<file path="src/rtl/road_fighter_pkg.sv">
// Shared constants for the road fighter player logic: state encoding, collision bit map and the
// lives counter width.
package road_fighter_pkg;

    localparam int unsigned LIVES_W  = 3;

    localparam int unsigned COL_AI   = 0;
    localparam int unsigned COL_FUEL = 1;

    typedef logic [1:0] state_t;

    localparam state_t ST_DRIVE     = 2'd0;
    localparam state_t ST_SPIN      = 2'd1;
    localparam state_t ST_RESPAWN   = 2'd2;
    localparam state_t ST_GAME_OVER = 2'd3;

endpackage

</file>
<file path="src/rtl/frame_event_sampler.sv">
// Samples the per-frame collision flags on frame_start and reports only new (rising) overlaps,
// so a car sitting on an obstacle for many frames produces one event.
module frame_event_sampler
    import road_fighter_pkg::*;
(
    input  logic       clk,
    input  logic       resetN,
    input  logic       frame_start,
    input  logic       clear,
    input  logic [1:0] collisions,
    output logic       hit_evt,
    output logic       fuel_evt
);

    logic [1:0] prev_q, prev_d;
    logic [1:0] evt;

    always_comb begin
        prev_d = prev_q;
        if (clear) begin
            prev_d = '0;
        end else if (frame_start) begin
            prev_d = collisions;
        end
    end

    always_ff @(posedge clk or negedge resetN) begin
        if (!resetN) begin
            prev_q <= '0;
        end else begin
            prev_q <= prev_d;
        end
    end

    assign evt      = {2{frame_start}} & collisions & ~prev_q;
    assign hit_evt  = evt[COL_AI];
    assign fuel_evt = evt[COL_FUEL];

endmodule

</file>
<file path="src/rtl/player_crash_fsm.sv">
// Player crash / spin / respawn / game-over controller with lives and event pulses.
// Optional respawn blinking is built when RESPAWN_BLINK_EN is defined.
module player_crash_fsm
    import road_fighter_pkg::*;
#(
    parameter int unsigned SPIN_FRAMES    = 60,
    parameter int unsigned RESPAWN_FRAMES = 90,
    parameter int unsigned START_LIVES    = 3,
    parameter int unsigned BLINK_PERIOD   = 8
) (
    input  logic               clk,
    input  logic               resetN,
    input  logic               frame_start,
    input  logic [1:0]         collisions,
    input  logic               restart,
    output logic [1:0]         state,
    output logic [LIVES_W-1:0] lives,
    output logic               freeze_control,
    output logic               invulnerable,
    output logic               blink,
    output logic               crash_pulse,
    output logic               respawn_pulse,
    output logic               fuel_pulse,
    output logic               game_over
);

    localparam int unsigned MAX_FRAMES = (SPIN_FRAMES > RESPAWN_FRAMES) ? SPIN_FRAMES
                                                                        : RESPAWN_FRAMES;
    localparam int unsigned CNT_W      = $clog2(MAX_FRAMES + 1);

    if (SPIN_FRAMES < 1 || RESPAWN_FRAMES < 1 || START_LIVES < 1 || START_LIVES > 7 ||
        BLINK_PERIOD < 1) begin : g_param_err
        $error("player_crash_fsm: parameter out of range");
    end

    state_t             state_q, state_d;
    logic [LIVES_W-1:0] lives_q, lives_d;
    logic [CNT_W-1:0]   cnt_q, cnt_d;
    logic               crash_q, crash_d;
    logic               respawn_q, respawn_d;
    logic               fuel_q, fuel_d;
    logic               hit_evt, fuel_evt;

    frame_event_sampler u_sampler (
        .clk         (clk),
        .resetN      (resetN),
        .frame_start (frame_start),
        .clear       (restart),
        .collisions  (collisions),
        .hit_evt     (hit_evt),
        .fuel_evt    (fuel_evt)
    );

    always_comb begin
        state_d   = state_q;
        lives_d   = lives_q;
        cnt_d     = cnt_q;
        crash_d   = 1'b0;
        respawn_d = 1'b0;
        fuel_d    = 1'b0;
        if (restart) begin
            state_d = ST_DRIVE;
            lives_d = LIVES_W'(START_LIVES);
            cnt_d   = '0;
        end else if (frame_start) begin
            unique case (state_q)
                ST_DRIVE: begin
                    if (hit_evt) begin
                        // Crash wins over a simultaneous pickup; the pickup is lost.
                        crash_d = 1'b1;
                        cnt_d   = '0;
                        if (lives_q > LIVES_W'(1)) begin
                            lives_d = lives_q - LIVES_W'(1);
                            state_d = ST_SPIN;
                        end else begin
                            lives_d = '0;
                            state_d = ST_GAME_OVER;
                        end
                    end else begin
                        fuel_d = fuel_evt;
                    end
                end
                ST_SPIN: begin
                    if (cnt_q == CNT_W'(SPIN_FRAMES - 1)) begin
                        respawn_d = 1'b1;
                        cnt_d     = '0;
                        state_d   = ST_RESPAWN;
                    end else begin
                        cnt_d = cnt_q + CNT_W'(1);
                    end
                end
                ST_RESPAWN: begin
                    fuel_d = fuel_evt;
                    if (cnt_q == CNT_W'(RESPAWN_FRAMES - 1)) begin
                        cnt_d   = '0;
                        state_d = ST_DRIVE;
                    end else begin
                        cnt_d = cnt_q + CNT_W'(1);
                    end
                end
                ST_GAME_OVER: begin
                end
                default: begin
                end
            endcase
        end
    end

    always_ff @(posedge clk or negedge resetN) begin
        if (!resetN) begin
            state_q   <= ST_DRIVE;
            lives_q   <= LIVES_W'(START_LIVES);
            cnt_q     <= '0;
            crash_q   <= 1'b0;
            respawn_q <= 1'b0;
            fuel_q    <= 1'b0;
        end else begin
            state_q   <= state_d;
            lives_q   <= lives_d;
            cnt_q     <= cnt_d;
            crash_q   <= crash_d;
            respawn_q <= respawn_d;
            fuel_q    <= fuel_d;
        end
    end

`ifdef RESPAWN_BLINK_EN
    localparam int unsigned BLINK_W = $clog2(BLINK_PERIOD + 1);

    logic               blink_q, blink_d;
    logic [BLINK_W-1:0] bcnt_q, bcnt_d;

    always_comb begin
        blink_d = blink_q;
        bcnt_d  = bcnt_q;
        if (restart) begin
            blink_d = 1'b0;
            bcnt_d  = '0;
        end else if (respawn_d) begin
            blink_d = 1'b1;
            bcnt_d  = '0;
        end else if (frame_start && state_q == ST_RESPAWN) begin
            if (state_d != ST_RESPAWN) begin
                blink_d = 1'b0;
                bcnt_d  = '0;
            end else if (bcnt_q == BLINK_W'(BLINK_PERIOD - 1)) begin
                blink_d = ~blink_q;
                bcnt_d  = '0;
            end else begin
                bcnt_d = bcnt_q + BLINK_W'(1);
            end
        end
    end

    always_ff @(posedge clk or negedge resetN) begin
        if (!resetN) begin
            blink_q <= 1'b0;
            bcnt_q  <= '0;
        end else begin
            blink_q <= blink_d;
            bcnt_q  <= bcnt_d;
        end
    end

    assign blink = blink_q;
`else
    assign blink = 1'b0;
`endif

    assign state          = state_q;
    assign lives          = lives_q;
    assign freeze_control = (state_q == ST_SPIN) || (state_q == ST_GAME_OVER);
    assign invulnerable   = (state_q == ST_RESPAWN);
    assign game_over      = (state_q == ST_GAME_OVER);
    assign crash_pulse    = crash_q;
    assign respawn_pulse  = respawn_q;
    assign fuel_pulse     = fuel_q;

endmodule

</file>
<file path="config.mk">
export PLATFORM = sky130hd
export DESIGN_NAME = player_crash_fsm
export DESIGN_NICKNAME = d
export VERILOG_FILES = /design/src/rtl/road_fighter_pkg.sv /design/src/rtl/frame_event_sampler.sv /design/src/rtl/player_crash_fsm.sv
export SDC_FILE = /design/constraint.sdc
export NUM_CORES = 1
export LEC_CHECK = 0
export CAP_MARGIN = 20
export CORE_MARGIN = 3
export CORE_UTILIZATION = 55
export CTS_CLUSTER_SIZE = 16
export DETAILED_ROUTE_END_ITERATION = 16
export PLACE_DENSITY = 0.83
export SYNTH_ARGS = -nofsm -noshare
export SYNTH_HDL_FRONTEND = slang
export SYNTH_HIERARCHICAL = 1
export SYNTH_SLANG_ARGS = --single-unit
</file>
<file path="constraint.sdc">
create_clock -name clk -period 3.4 [get_ports clk]
set_clock_uncertainty 0.2 [all_clocks]
set_input_delay 0.51 -clock clk [delete_from_list [all_inputs] [get_ports clk]]
set_output_delay 0.51 -clock clk [all_outputs]
set_load 0.02 [all_outputs]
</file>
Word level (Yosys, flattened, before mapping)
Cells that the tools add are included.
{"block": "totals", "output_inout_bits": 12, "inputBits": 6, "ff_bits": 17, "word_cells": 62}
{"block": "classes", "n_bitwise": 3, "eq_ne": 8, "n_reduce_logical": 9, "muxes": 32, "add_sub_neg": 2, "n_lt_le_gt_ge": 1}
{"cell": "$mux W7", "n": 5}
{"cell": "$pmux W7 S3", "n": 1}
{"cell": "$mux W2", "n": 8}
{"cell": "$mux W3", "n": 5}
{"cell": "$mux W1", "n": 11}
{"cell": "$add A7 B1 Y7 const B", "n": 1}
{"cell": "$eq A7 B6 Y1 const B", "n": 1}
{"cell": "$eq A7 B7 Y1 const B", "n": 1}
{"cell": "$ne A3 B2 Y1 const B", "n": 2}
{"cell": "$pmux W2 S3", "n": 1}
{"cell": "$reduce_and A3 Y1", "n": 2}
{"cell": "$reduce_bool A2 Y1", "n": 3}
{"cell": "$reduce_and A5 Y1", "n": 1}
{"cell": "$and A2 B2 Y2", "n": 2}
{"cell": "$eq A2 B2 Y1 const B", "n": 2}
{"cell": "$reduce_bool A4 Y1", "n": 1}
{"cell": "$gt A3 B1 Y1 const B", "n": 1}
{"cell": "$ne A3 B3 Y1 const B", "n": 1}
{"cell": "$sub A3 B1 Y3 const B", "n": 1}
{"cell": "$eq A2 B1 Y1 const B", "n": 1}
{"cell": "$logic_not A2 Y1", "n": 1}
{"cell": "$not A2 Y2", "n": 1}
{"cell": "$pmux W1 S2", "n": 1}
{"cell": "$logic_or A1 B1 Y1", "n": 1}

Depth between registers and ports, before layout
Gate-level depths: netlist of the first run.
{"block": "logic_depth", "depth_word": 6, "ltp_mapped": 7, "depth_no_buf": 7}

By module
The synthesis of the first run kept the hierarchy.
{"mod": "player_crash_fsm", "cells_each": 97, "instances": 1, "seq_area_each_um2": 377.9, "area_per_inst_um2": 943.4}
{"mod": "frame_event_sampler", "cells_each": 10, "instances": 1, "seq_area_each_um2": 50.0, "area_per_inst_um2": 87.6}

Worst setup path after synthesis of the first run
No wires, ideal clock.
{"block": "synth_path", "kind": "register -> register", "from": "register state_q[0] (netlist: state[0])", "to": "register cnt_q[3]", "stages_incl_launch_ff": 7, "period_less_slack_ns": 2.267, "setup_time_ns": 0.121, "required_time_ns": 3.079, "path_buffers": 0, "t_arrival_ns": 1.946, "slack_ns": 1.133, "path_cell_list": "dfrtp_1 > inv_1 > ha_1 > or3_1 > a31oi_1 > nor2_1 > a22o_1"}
{"block": "synth_via", "elab_chain_len": 4, "word_cells_on_any_way": 9, "cone_classes": "eq/ne (3); mux (3); reduce/logical (3)"}
{"item": "start, declared", "line": "player_crash_fsm.sv:36", "text": "state_t state_q, state_d;"}
{"item": "start signal, assigned", "line": "player_crash_fsm.sv:118", "text": "state_q <= state_d;"}
{"item": "$eq A2 B2 Y1 (*)"}
{"item": "via invulnerable", "line": "player_crash_fsm.sv:19", "text": "output logic invulnerable,"}
{"item": "$pmux W7 S3", "line": "player_crash_fsm.sv:66", "text": "unique case (state_q)"}
{"item": "$mux W7", "line": "player_crash_fsm.sv:65", "text": "end else if (frame_start) begin"}
{"item": "$mux W7", "line": "player_crash_fsm.sv:61", "text": "if (restart) begin"}
{"item": "end signal, assigned", "line": "player_crash_fsm.sv:120", "text": "cnt_q <= cnt_d;"}
{"item": "end, declared", "line": "player_crash_fsm.sv:38", "text": "logic [CNT_W-1:0] cnt_q, cnt_d;"}
Mark *: on every way through the listed nets, which the timed path passes. The rest lies on a longest branch. The select of a mux whose other input is x is not followed.
A chain may end at the register's enable or synchronous reset.

Worst setup path after layout of the first run
{"block": "layout_path", "from": "register state_q[1] (netlist: state[1])", "to": "output freeze_control"}
{"block": "layout_via", "elab_chain_len": 2, "word_cells_on_any_way": 3, "cone_classes": "eq/ne (2); reduce/logical (1)"}
{"item": "$eq A2 B1 Y1 or $eq A2 B2 Y1 (tied branches)", "line": "player_crash_fsm.sv:172", "text": "assign freeze_control = (state_q == ST_SPIN) || (state_q == ST_GAME_OVER);"}
{"item": "$logic_or A1 B1 Y1 (*)", "line": "player_crash_fsm.sv:172"}
{"item": "end, declared", "line": "player_crash_fsm.sv:18", "text": "output logic freeze_control,"}
Every way passes the cells marked *; elsewhere a longest branch is shown, timed or not.

==> impl_metrics.toml, run 1 <==
[power_and_ir_drop]
peakVddDrop_uv = 393
fin_total_pwr_uw = 598
p_per_area_nw_per_um2 = 486
power_leakage_nw = 0.557

[timing]
timing.final.hold_violations = 0
fin_crit_sh_pct = 78.1
setup_viol = 0
hold-worst-slack_ps = 347
max-slew-margin-rel_pct = 49.1
worst_slew_pin_slew_ps = 761
fmax_mhz = 376
min_period_ps = 2660
fin_tns_setup_ps = 0
rsz0062_at_grt = "false"
drv_slew = 0

[yosys]
syn-cell-area_um2 = 1030
yosysUniqueCellTypes = 36
syn-num-nets = 121
synth_async_sr_flop_share_pct = 100
synth.avg_cell_area_um2 = 9.64
netlist_instances = 107
synth-edff-count = 0
ys_ff_latch = 17
yosysWarnings = 6
yosysSeqAreaShare_pct = 41.5
synthFlopType = "dfrtp_1"

[clock_tree]
numCtsBuffers = 3
ctsResizeCount = 0
clock_path_buffers = 2
clk_latency_ps = 290
cts_sinks = 17
clk_pin_slew_ps = 100
root_buffer = "clkbuf_4"
cts_hold_buf = 0
cts_setup_buffers = 0
h-tree-depth = 1
cts_tree = "yes"

[final_layout]
layout_commonest_cell = "clkdlybuf4s50_1"
utilization_pct = 70.5
fillCellCount = 131
regArea_um2 = 428
multiInputGateArea_um2 = 558
drive_above_1_share_pct = 9.60
layout_common_cells = "clkdlybuf4s50_1, dfrtp_1, nand2_1"
antenna_cells = 0
nets = 140
syn_to_final_growth_pct = 19.3

[setup_path]
cp_max_fo = 6
crit_buf_inv = 2
worst-path-stages = 4
critPathTopFamily = "buffers and inverters"
ff2ff_setup_slack_ps = 1130
reg2reg_depth = 6
crit_start = "state[1]"
cp_cell_sequence = "inv_1 -> ha_1 -> or2_2 -> clkdlybuf4s50_1"
slowest_stage = "clkdlybuf4s50_1"
arrival_ps = 1950
crit_type = "flop to output port"
crit_path_end_kind = "output port"
crit_required_ps = 2690
crit_end = "freeze_control"
r2r-end = "cnt_q[4]"
max_stage_delay_ps = 540
r2r-start = "state[0]"
start_kind = "flop"

[floorplanning]
dieArea_um2 = 2430
die_h_um = 49.3
die_x_um = 49.3
num_io_pins = 18
core-area_um2 = 1750
rows = 15
start_util_pct = 59.1

[worst_hold_path]
hold_depth = 3
hold_path.class = "flop to flop"

[placement]
dpl.hpwl_um = 1570
gp_congestion = 0.809
port_buffers = 16

[drt]
vias = 815
via_per_inst = 5.43
drt_iter0_markers = 14
drc_errors = 0
drt-pass1-iter-count = 4
routedWlPerCell_um = 13.7
antenna_left = 0
drt_wl_total_um = 2050

[global_route]
track_usage_pct = 19.4
grt_max_degree = 18
grt_pass1_vias = 846
antenna_found_initial = 0
grt_pass1_wl_um = 3640
overflow = 0

[run_status]
status = "completed"

[run]
drv_cap = 0
[registers in the layout (all words and copies together) (netlist names)]
signal and flops:
state 2, lives 3, cnt_q 7, respawn_pulse 1, u_sampler/prev_q 2, crash_pulse 1
fuel_pulse 1
[worst min path at each step]
| stage | slack (ps) | from | endpoint |
|---|---|---|---|
| final | 350 | u_sampler/prev_q[1] | fuel_pulse |
| after global routing | 390 | u_sampler/prev_q[1] | fuel_pulse |
| after CTS | 350 | u_sampler/prev_q[1] | fuel_pulse |
| after detailed placement | 340 | u_sampler/prev_q[1] | fuel_pulse |
| after global placement | 310 | u_sampler/prev_q[1] | fuel_pulse |
| after floorplan | 10 | resetN | cnt_q[0] |
[metal layers]
metal | part of all wire (%) | track usage [%] | routed length, um | up-vias
met5 | 0 | 0 | 0 | -
met4 | 1.6 | 8.53 | 33 | 0
met3 | 3.0 | 3.36 | 62 | 4
met2 | 46 | 31.0 | 946 | 13
met1 | 49 | 25.5 | 1010 | 388
li1 | - | - | - | 410
[cells in the mapped netlist, types with 2 or more instances]
cell       n  area (um2)
o31ai_1    3        22.5
nand2b_1   5        31.3
a21oi_1    6        30.0
dfrtp_1   15         375
ha_1       8         100
nand2_1    9        33.8
nand4_1    2        12.5
nand3_1    2        10.0
inv_1      7        26.3
o21ai_0    6        30.0
dfstp_2    2        52.6
nor2b_1    5        31.3
mux2i_1    2        20.0
or3_1      3        18.8
nor2_1     8        30.0
a22o_1     2        17.5
and3_1     3        18.8
[stage by stage]
step / setup WS [ps] / cells / cell area (um2)
after global routing: 704 / 150 / 1230
after global placement: 772 / 146 / 1200
after CTS: 740 / 150 / 1230
final: 743 / 150 / 1230
after detailed placement: 620 / 146 / 1200
after floorplan: 1130 / 107 / 1030
[worst register-to-register path, stage by stage (launching register included)]
cell     delay, ps
dfrtp_1        430
inv_1           90
ha_1           280
or3_1          410
a31oi_1        410
nor2_1         120
a22o_1         220
[power breakdown]
group,switching [mW],total [mW],internal (mW)
registers,0.0176,0.236,0.218
logic,0.148,0.254,0.107
clock network,0.0619,0.108,0.0456
[cell families (layout without fill, tap and decap cells)]
| group | Yosys count | in the layout | share of synthesized area, % |
|---|---|---|---|
| multiplexers | 2 | 2 | 1.94 |
| buffers and inverters | 9 | 27 | 4.37 |
| flip-flops | 17 | 17 | 41.5 |
| other | 1 | 1 | 0.364 |
| AO/OA/AOI/OAI | 26 | 26 | 18.7 |
| AND/OR/NAND/NOR | 44 | 44 | 23.4 |
| adder cells (fa/ha/maj) | 8 | 8 | 9.71 |
[final cells by class]
type,instances,share of cell area [%]
Inverter,7,2.14
Sequential cell,17,34.8
Clock buffer,4,2.14
Multi-Input combinational cell,81,45.4
Timing Repair Buffer,16,13.0
Tap cell,25,2.54
(Power assumes the default switching activity.)
==> run 2: changes to the inputs <==
CORE_UTILIZATION = 51   (was 55)
PLACE_DENSITY = 0.78   (was 0.83)
clock period = 2.6 ns   (was 3.4 ns; I/O delays follow)
==> impl_metrics.toml, run 2 (synthesized netlist as in run 1, its figures left out) <==
[run_status]
status = "completed"

[placement]
port_buffers = 16
place_ws_ps = 205
dpl.hpwl_um = 1640
place_area_um2 = 1220
place_inst = 148
gp_congestion = 0.819

[floorplanning]
start_util_pct = 56.6
num_io_pins = 18
die_x_um = 51.0
rows = 15
dieArea_um2 = 2600
die_h_um = 51.0
core-area_um2 = 1820

[drt]
drt_wl_total_um = 2200
antenna_left = 0
drt-pass1-iter-count = 4
routedWlPerCell_um = 14.5
drc_errors = 0
drt_iter0_markers = 14
via_per_inst = 5.73
vias = 871

[setup_path]
arrival_ps = 1790
cp_max_fo = 5
critPathTopFamily = "buffers and inverters"
worst-path-stages = 3
max_stage_delay_ps = 650
ff2ff_setup_slack_ps = 270
r2r-start = "state[0]"
reg2reg_depth = 6
crit_path_end_kind = "output port"
r2r-end = "cnt_q[4]"
crit_required_ps = 2010
crit_start = "state[0]"
crit_type = "flop to output port"
crit_buf_inv = 2
crit_end = "invulnerable"
slowest_stage = "clkdlybuf4s50_1"
start_kind = "flop"
cp_cell_sequence = "inv_1 -> ha_1 -> clkdlybuf4s50_1"

[clock_tree]
h-tree-depth = 1
cts_hold_buf = 0
clk_latency_ps = 300
root_buffer = "clkbuf_4"
cts_tree = "yes"
clock_path_buffers = 2
numCtsBuffers = 3
cts_setup_buffers = 0
cts_sinks = 17
clk_pin_slew_ps = 110

[timing]
fmax_mhz = 420
fin_crit_sh_pct = 91.6
timing.final.hold_violations = 0
setup_viol = 0
fin_tns_setup_ps = 0
worst_slack_ps = 218
drv_slew = 0
min_period_ps = 2380
rsz0062_at_grt = "false"
hold-worst-slack_ps = 330
worst_slew_pin_slew_ps = 766
max-slew-margin-rel_pct = 48.8

[final_layout]
largest_reg_flops = 7
multiInputGateArea_um2 = 558
drive_above_1_share_pct = 11.8
syn_to_final_growth_pct = 21.1
final_cell_area_um2 = 1250
instances_no_fill = 152
top_register = "cnt_q"
layout_common_cells = "dfrtp_1, clkdlybuf4s50_1, nand2_1"
nets = 142
fillCellCount = 164
antenna_cells = 0
regArea_um2 = 428
utilization_pct = 68.6

[power_and_ir_drop]
fin_total_pwr_uw = 792
power_leakage_nw = 0.586
peakVddDrop_uv = 493
p_per_area_nw_per_um2 = 634

[global_route]
grt_pass1_vias = 871
grt_max_degree = 18
grt_pass1_wl_um = 3900
overflow = 0
track_usage_pct = 20.1
antenna_found_initial = 0

[worst_hold_path]
hold_path.class = "primary input to asynchronous set/reset pin"

[run]
drv_cap = 0
-- run 2: area by class of cell --
class | instances | share of cell area [%]
Multi-Input combinational cell | 81 | 44.7
Clock buffer | 3 | 1.80
Sequential cell | 17 | 34.3
Tap cell | 25 | 2.51
Clock inverter | 1 | 0.401
Inverter | 7 | 2.10
Timing Repair Buffer | 18 | 14.2
-- run 2: metal layers --
layer,vias up,global-route usage [%],routed length [um]
met5,-,0,0
met4,0,10.3,67
met3,11,4.08,163
met2,40,31.1,955
met1,408,26.5,1010
li1,412,-,-
-- run 2: power by group --
| group | switching, mW | internal [mW] |
|---|---|---|
| Clock | 0.0896 | 0.0574 |
| Sequential | 0.0236 | 0.286 |
| Combinational | 0.196 | 0.140 |
| Total | 0.309 | 0.483 |
-- run 2: timing repair --
item | in CTS | in global routing
endpoints found under the setup margin | 0 | 1
gates resized for setup | 0 | 1
hold endpoints to repair | 0 | 0
-- run 2: how the worst min path moves through the flow --
stage	startpoint	to	slack [ps]	cells past startpoint
2_1_floorplan	resetN	cnt_q[0]	-110	0
3_3_place_gp	u_sampler/prev_q[1]	fuel_pulse	310	3
3_5_place_dp	u_sampler/prev_q[1]	fuel_pulse	320	3
4_1_cts	u_sampler/prev_q[1]	fuel_pulse	340	3
5_1_grt	resetN	fuel_pulse	370	1
6_report	resetN	fuel_pulse	330	1
==> run 3: changes to the inputs <==
CORE_UTILIZATION = 40   (was 51)
PLACE_DENSITY = 0.65   (was 0.78)
clock period = 2.1 ns   (was 2.6 ns; I/O delays follow)
==> impl_metrics.toml, run 3 (synthesized netlist as in run 1, its figures left out) <==
[placement]
place_area_um2 = 1320
port_buffers = 16
gp_congestion = 0.731
place_inst = 162
dpl.hpwl_um = 1750

[drt]
drt_iter0_markers = 20
wl_met2_um = 1210
vias = 893
wl_met1_um = 1000
top_layer = "met3"
antenna_left = 0
drc_errors = 0
via_per_inst = 5.32
drt_wl_total_um = 2330
routedWlPerCell_um = 13.9
met3WireLength_um = 117
drt-pass1-iter-count = 4

[timing]
timing.final.hold_violations = 0
setup_viol = 0
min_period_ps = 2030
fin_tns_setup_ps = 0
fin_crit_sh_pct = 96.9
rsz0062_at_grt = "false"
drv_slew = 0
fmax_mhz = 492

[final_layout]
syn_to_final_growth_pct = 35.7
antenna_cells = 0
layout_commonest_cell = "buf_4"
largest_reg_flops = 7
nets = 155
drive_above_1_share_pct = 28.6
final_cell_area_um2 = 1400
instances_no_fill = 168
layout_common_cells = "buf_4, dfrtp_1, clkdlybuf4s50_1"
top_register = "cnt_q"

[global_route]
track_usage_pct = 15.2
antenna_found_initial = 0
grt_pass1_wl_um = 3900
overflow = 0
grt_pass1_vias = 890
grt_max_degree = 12

[clock_tree]
clock_path_buffers = 2
clk_pin_slew_ps = 100
h-tree-depth = 1
clk_latency_ps = 300
numCtsBuffers = 3
root_buffer = "clkbuf_4"
cts_hold_buf = 0
cts_tree = "yes"
cts_sinks = 17

[floorplanning]
dieArea_um2 = 3220
num_io_pins = 18
die_x_um = 56.8
rows = 17
start_util_pct = 44.5
die_h_um = 56.8
core-area_um2 = 2320

[setup_path]
slowest_stage = "clkdlybuf4s50_1"
crit_type = "flop to output port"
cp_cell_sequence = "ha_1 -> clkdlybuf4s50_1"
max_stage_delay_ps = 600
critPathTopFamily = "buffers and inverters"
arrival_ps = 1520
crit_buf_inv = 1
crit_required_ps = 1580
crit_path_end_kind = "output port"
cp_max_fo = 4
start_kind = "flop"

[power_and_ir_drop]
peakVddDrop_uv = 629
p_per_area_nw_per_um2 = 816
fin_total_pwr_mw = 1.14
power_leakage_nw = 0.639

[worst_hold_path]
hold_path.class = "primary input to asynchronous set/reset pin"

[run]
drv_cap = 0

[run_status]
status = "completed"
## run 3: cell type report
type,count,area [um2]
clock buffer,4,26.3
fill,207,920
inverter,7,26.3
multi-input combinational,81,614
sequential,17,429
tap,28,35.0
timing repair buffer,31,268
## run 3: worst reg2reg max path: stages (launching register included)
cell	delay (ps)
dfrtp_1	370
ha_2	220
nand2b_2	80
or3_1	350
a221o_1	390
a211oi_2	220
a211oi_1	70
## run 3: power breakdown
group | switching (mW) | total [mW] | internal (mW)
Clock | 0.108 | 0.182 | 0.0741
Sequential | 0.0291 | 0.384 | 0.355
Combinational | 0.290 | 0.576 | 0.286
## run 3: final timing paths
| check | slack [ps] | from | to | cells after the start |
|---|---|---|---|---|
| hold reg to reg | 340 | u_sampler/prev_q[1] | fuel_pulse | 3 |
| setup reg to reg | 90 | cnt_q[1] | state[1] | 6 |
| min in group clk | 340 | u_sampler/prev_q[1] | fuel_pulse | 3 |
| setup / recovery | 70 | state[1] | game_over | 2 |
| hold / removal | 60 | resetN | u_sampler/prev_q[0] | 1 |
| max in group asynchronous | 1170 | resetN | cnt_q[4] | 2 |
## run 3: what timing repair did
item,in CTS,in global routing
endpoints found under the setup margin,7,8
pin swaps,0,2
gates resized for setup,7,11
buffers inserted,0,2
## run 3: through the flow
| stage | worst slack (ps) | hold slack, ps | util [%] |
|---|---|---|---|
| 5_1_grt | 0.724 | 77.7 | 60.3 |
| 4_1_cts | 0.865 | 69.1 | 58.1 |
| 3_5_place_dp | -32.6 | 302 | 56.7 |
| 3_3_place_gp | -3.91 | 301 | 56.7 |
| 6_report | 65.5 | 61.9 | 60.3 |
| 2_1_floorplan | 25.3 | -181 | - |
## run 3: routing by layer
metal,global-route usage [%],vias to the layer above
met1,17.3,432
met3,5.06,0
li1,-,442
met2,27.9,19
met5,0,-
met4,2.32,0
